### src/rtl/univ_shift_reg.sv
// Universal shift register: shift/rotate/arithmetic-shift, parallel load, clear and hold,
// with a registered serial-out bit and a frame counter that pulses after WIDTH shift ops.
module univ_shift_reg #(
  parameter int unsigned WIDTH = 4,
  localparam int unsigned CntW = $clog2(WIDTH + 1)
) (
  input  logic             clk,
  input  logic             reset,
  input  logic             en,
  input  logic [2:0]       mode,
  input  logic             x,
  input  logic [WIDTH-1:0] load_data,
  output logic [WIDTH-1:0] out,
  output logic             sout,
  output logic             frame_valid,
  output logic [CntW-1:0]  shift_cnt
);

  typedef enum logic [2:0] {
    ModeHold  = 3'b000,
    ModeShr   = 3'b001,
    ModeShl   = 3'b010,
    ModeRor   = 3'b011,
    ModeRol   = 3'b100,
    ModeLoad  = 3'b101,
    ModeClear = 3'b110,
    ModeAsr   = 3'b111
  } mode_e;

  localparam logic [CntW-1:0] CntLast = CntW'(WIDTH - 1);

  logic [WIDTH-1:0] out_q, out_d;
  logic             sout_q, sout_d;
  logic             fv_q, fv_d;
  logic [CntW-1:0]  cnt_q, cnt_d;
  logic             is_shift;

  always_comb begin
    out_d    = out_q;
    sout_d   = sout_q;
    cnt_d    = cnt_q;
    fv_d     = 1'b0;
    is_shift = 1'b0;
    if (en) begin
      case (mode_e'(mode))
        ModeShr: begin
          out_d    = {x, out_q[WIDTH-1:1]};
          sout_d   = out_q[0];
          is_shift = 1'b1;
        end
        ModeShl: begin
          out_d    = {out_q[WIDTH-2:0], x};
          sout_d   = out_q[WIDTH-1];
          is_shift = 1'b1;
        end
        ModeRor: begin
          out_d    = {out_q[0], out_q[WIDTH-1:1]};
          sout_d   = out_q[0];
          is_shift = 1'b1;
        end
        ModeRol: begin
          out_d    = {out_q[WIDTH-2:0], out_q[WIDTH-1]};
          sout_d   = out_q[WIDTH-1];
          is_shift = 1'b1;
        end
        ModeAsr: begin
          out_d    = {out_q[WIDTH-1], out_q[WIDTH-1:1]};
          sout_d   = out_q[0];
          is_shift = 1'b1;
        end
        ModeLoad: begin
          out_d  = load_data;
          sout_d = 1'b0;
          cnt_d  = '0;
        end
        ModeClear: begin
          out_d  = '0;
          sout_d = 1'b0;
          cnt_d  = '0;
        end
        default: ;
      endcase
    end
    // All shift kinds share one frame count; wrapping from WIDTH-1 marks the boundary.
    if (is_shift) begin
      if (cnt_q == CntLast) begin
        cnt_d = '0;
        fv_d  = 1'b1;
      end else begin
        cnt_d = cnt_q + 1'b1;
      end
    end
  end

  always_ff @(posedge clk) begin
    if (reset) begin
      out_q  <= '0;
      sout_q <= 1'b0;
      fv_q   <= 1'b0;
      cnt_q  <= '0;
    end else begin
      out_q  <= out_d;
      sout_q <= sout_d;
      fv_q   <= fv_d;
      cnt_q  <= cnt_d;
    end
  end

  assign out         = out_q;
  assign sout        = sout_q;
  assign frame_valid = fv_q;
  assign shift_cnt   = cnt_q;

endmodule

### config.mk
export PLATFORM = sky130hd
export DESIGN_NAME = univ_shift_reg
export DESIGN_NICKNAME = d
export VERILOG_FILES = /design/src/rtl/univ_shift_reg.sv
export SDC_FILE = /design/constraint.sdc
export NUM_CORES = 1
export LEC_CHECK = 0
export CORE_MARGIN = 2
export CORE_UTILIZATION = 44
export CTS_BUF_LIST = sky130_fd_sc_hd__clkbuf_16
export CTS_CLUSTER_SIZE = 28
export DETAILED_ROUTE_END_ITERATION = 16
export PLACE_DENSITY = 0.76
export SKIP_LAST_GASP = 1
export SYNTH_ARGS = -nofsm -noshare
export SYNTH_HDL_FRONTEND = slang
export SYNTH_SLANG_ARGS = --single-unit
### constraint.sdc
create_clock -name clk -period 1.21 [get_ports clk]
set_input_delay 0.3025 -clock clk [delete_from_list [all_inputs] [get_ports clk]]
set_output_delay 0.3025 -clock clk [all_outputs]
set_load 0.01 [all_outputs]
* Word level (Yosys, flattened, before mapping)
Index checks and enable logic that the tools add are counted.
Storage, ports and cells: bits in latches 0, memories 0, output and inout bits 9, bits in read-only memories 0, register bits 9, bits in writable memories 0
Operators by class: reduce and logical (&&, ||, !) cells 14, shift operators 0, multiplexer cells 9, add/sub/neg operators 1, multipliers 0, eq/ne operators 8, div/mod/pow operators 0, magnitude comparators 0, bitwise logic cells 2
Operators with widths (count):
- 4-bit case mux with 7 select lines | 1
- 3-bit == test, second input constant | 4
- 3-bit 2-to-1 mux | 4
- 3-bit by 2-bit == test with 1-bit output, second input constant | 3
- 7-bit nonzero test | 1
- 2-bit AND reduction | 3
- 6-bit nonzero test | 1
- 2-bit OR reduction | 3
- 5-bit OR reduction | 1
- 2-bit nonzero test | 2
- 3-bit by 1-bit adder with 3-bit output, second input constant | 1
- 3-bit by 1-bit == test with 1-bit output, second input constant | 1
- 1-bit 2-to-1 mux | 3
- 1-bit case mux with 3 select lines | 1
- 3-bit AND reduction | 1
- 3-bit nonzero test | 1
- 3-bit OR reduction | 1
- 1-bit inverter | 2

* Depth between registers and ports, before layout
depth in word-level cells 6, gate-level depth with buffers 5

* Worst setup path after synthesis
Ideal clock, no wire load.
path type input-to-reg, start in mode[2], end reg out_q[0] (netlist: out[0]), path slack 0.074 ns, required time 1.091 ns, stages 3, arrival 1.017 ns, cell sequence buf_6 > o31a_1 > o221a_1
Between the ends: longest elaborated chain between the ends 3, elaborated cells between the ends (all ways) 10, those cells by class eq/ne (7); mux (1); reduce/logical (2)
RTL lines:
- start: declaration | line 10 | input logic [2:0] mode,
- 3-bit == test (tied with other cells) | line 45 | case (mode_e'(mode))
- 7-bit nonzero test (no line)
- 2-bit AND reduction (no line)
- end signal: assignment | line 102 | out_q <= out_d;
- end: declaration | line 32 | logic [WIDTH-1:0] out_q, out_d;
Parallel ways exist; a longest one is shown, timed or not. A chain may end at the register's enable or synchronous reset.

==> flow_summary_export.csv <==
group,metric,value,unit
drt,first_pass_iters,4,
die,die_h,42.3,um
timing,hold_viol,0,
final_layout,fin_util,79.0,%
drt,dr_wl_met3,157,um
global_route,grt_usage,26.7,%
cts,cts-buffers-inserted,3,
synth,synthArstFlopShare,0,%
synth,synth_edf_count,0,
global_route,grt-ovfl-total,0,
drt,drc_errors,0,
worst_setup_path,cp.arrival,1.34,ns
worst_setup_path,endpoint_kind,"flip-flop",
timing,min_period_over_period,101,%
timing,period_minus_slack,1.22,ns
die,coreArea,1330,um^2
synth,synth_common_cells,"dfxtp_1, buf_6, inv_1, nand2b_1",
worst_setup_path,critPathMaxStageDelay,0.48,ns
worst_setup_path,critPathRequiredTime,1.33,ns
worst_hold_path,holdPathStages,1,
synth,synth.area.top_cells,"dfxtp_1, buf_6, nand2b_1",
power,p_leak,0.471,nW
drt,drtIter0Drc,32,
global_route,grt_pass1_vias,733,
global_route,grt_max_degree,9,
global_route,grt_pass1_wl,3550,um
worst_setup_path,path_buf_inv,2,
synth,synth_top_area_cell,"dfxtp_1",
timing,timing.fmax,821,MHz
die,row_count,13,
synth,synth_top_flop_cell,"dfxtp_1",
synth,syn_avg_cell_area,9.22,um^2
drt,dr.max_layer_used,"met4",
drt,wl_per_cell,16.8,um
die,die_area,1790,um^2
power,power_density,1130,nW/um^2
worst_setup_path,crit_chain,"clkdlybuf4s50_1 > nand2b_1 > buf_4 > nor2_1 > a31o_2",
worst_setup_path,crit_cells,5,
final_layout,final_nets,124,
synth,synthesis.area,646,um^2
synth,yosysUniqueCellTypes,34,
power,power,1.19,mW
power,irDropWorstVdd,0.540,mV
synth,yosysMostFrequentCell,"dfxtp_1",
worst_setup_path,ff2ff_path_depth,4,
cts,htree_levels,1,
synth,ys.warnings.count,0,
drt,viasPerCell,5.93,
worst_setup_path,crit_type,"input pin to flip-flop",
cts,clkSlewWorstSetupHoldPaths,0.04,ns
drt,dr_wl_met2,1050,um
cts,clockBufferDepth,2,
synth,syn-instance-count,70,
die,initial_core_util,48.4,%
synth,yosysTopAreaCellShare,27.9,%
outcome,violations,"negative setup slack",
synth,ys_seq_area_share,27.9,%
placement,hpwl,1280,um
final_layout,final_layout_size_suffix_gt1_share,36.9,%
run,drv_cap,0,
final_layout,synthToLayoutAreaGrowth,63.2,%
global_route,antenna_found_initial,0,
outcome,status,"finished with violations",
final_layout,insertedDiodeCount,0,
timing,relSlewSlack,82.6,%
timing,setup_tns,-0.00835,ns
worst_setup_path,critical_path.slowest_cell,"clkdlybuf4s50_1",
placement,gp_congestion,0.848,
synth,yosys_register_bits,9,
timing,setup_viol,1,
timing,fin_ws,-0.00835,ns
drt,vias,747,
final_layout,n_fill_cell,90,
worst_setup_path,cp-start-kind,"input pin",
cts,cts_sinks,9,
placement,io_buffers,19,
die,die_x,42.3,um
worst_setup_path,crit_family,"buffers and inverters",
timing,worstMarginPinSlew,0.261,ns
cts,insertion_delay,0.23,ns
drt,ant_nets,0,
timing,skew,0.00329,ns
cts,cts_root_buffer,"clkbuf_16",
synth,syn_nets,82,
cts,cts_tree,"done",
worst_hold_path,min_path_type,"flip-flop to flip-flop",
timing,finalMaxSlewViolations,0,
timing,rsz0062_at_grt,"yes",
worst_setup_path,critPathMaxFanout,2,
drt,wl_met1,844,um
drt,wl,2110,um
die,ios,20,
sequential cells by signal, indices dropped and copies added (netlist names):
signal	flops
sout	1
frame_valid	1
out	4
shift_cnt	3
cells by family (layout without fill, tap and decap cells):
kind of cell	after synthesis	count (layout)	share of synthesized area, %
compound gates	28	28	34.3
simple gates	17	17	15.3
buf+inv	11	52	12.8
flops	9	9	27.9
xor+xnor	2	2	2.71
mux	2	2	5.04
fa+ha+maj	1	1	1.94
placed cells by master (no fill, tap or decap), drive strengths merged, types with 3 or more instances in the layout:
cell / instances
clkdlybuf4s50: 6
clkdlybuf4s15: 3
clkbuf: 3
inv: 5
a21oi: 4
dfxtp: 9
nand2b: 5
o21ai: 4
buf: 25
dlygate4sd2: 9
a211oi: 4
layout make-up:
class                      count  area [um^2]  share of cell area [%]
multi-input combinational     50          394                    37.4
timing repair buffer          43          362                    34.3
clock buffer                   3         75.1                    7.13
inverter                       5         18.8                    1.78
clock inverter                 1         5.00                   0.475
sequential                     9          180                    17.1
tap                           15         18.8                    1.78
path summary, 6_finish.rpt:
check                     from            to  slack [ns]
setup reg to reg  shift_cnt[0]  shift_cnt[2]        0.03
hold reg to reg   shift_cnt[2]  shift_cnt[2]        0.50
setup / recovery         reset        out[3]      -0.008
hold / removal    shift_cnt[2]  shift_cnt[2]        0.50
metal layers:
layer	vias up	track usage, %
met1	345	31.1
met4	0	13.1
met2	47	44.9
met5	-	0
met3	11	6.90
li1	344	-
repair_timing:
| action | CTS | global route |
|---|---|---|
| gates cloned | 1 | 0 |
| buffers inserted | 5 | 1 |
| resized for setup | 24 | 3 |
| pin swaps | 2 | 2 |
| hold buffers | 0 | 0 |
| setup endpoints to repair | 18 | 7 |
metrics by stage:
stage / cell area, um^2 / worst slack [ns] / std cells / hold slack, ns
floorplan: 646 / 0.0745 / 70 / 0.396
global placement: 918 / -0.515 / 115 / 0.482
detailed placement: 918 / -0.501 / 115 / 0.490
CTS: 1040 / 0.0116 / 125 / 0.503
global route: 1050 / -0.0317 / 126 / 0.517
finish: 1050 / -0.00835 / 126 / 0.498
worst register-to-register path, cell delays in order (launching register included):
cell and delay (ns):
dfxtp_1 0.38, ha_2 0.22, o21a_1 0.13, o221ai_1 0.14, and3_1 0.20
report_power, final:
group / switching (mW) / internal, mW
sequential: 0.0106 / 0.314
clock: 0.147 / 0.436
combinational: 0.132 / 0.152
No activity file was read; power rests on OpenSTA's default activity.
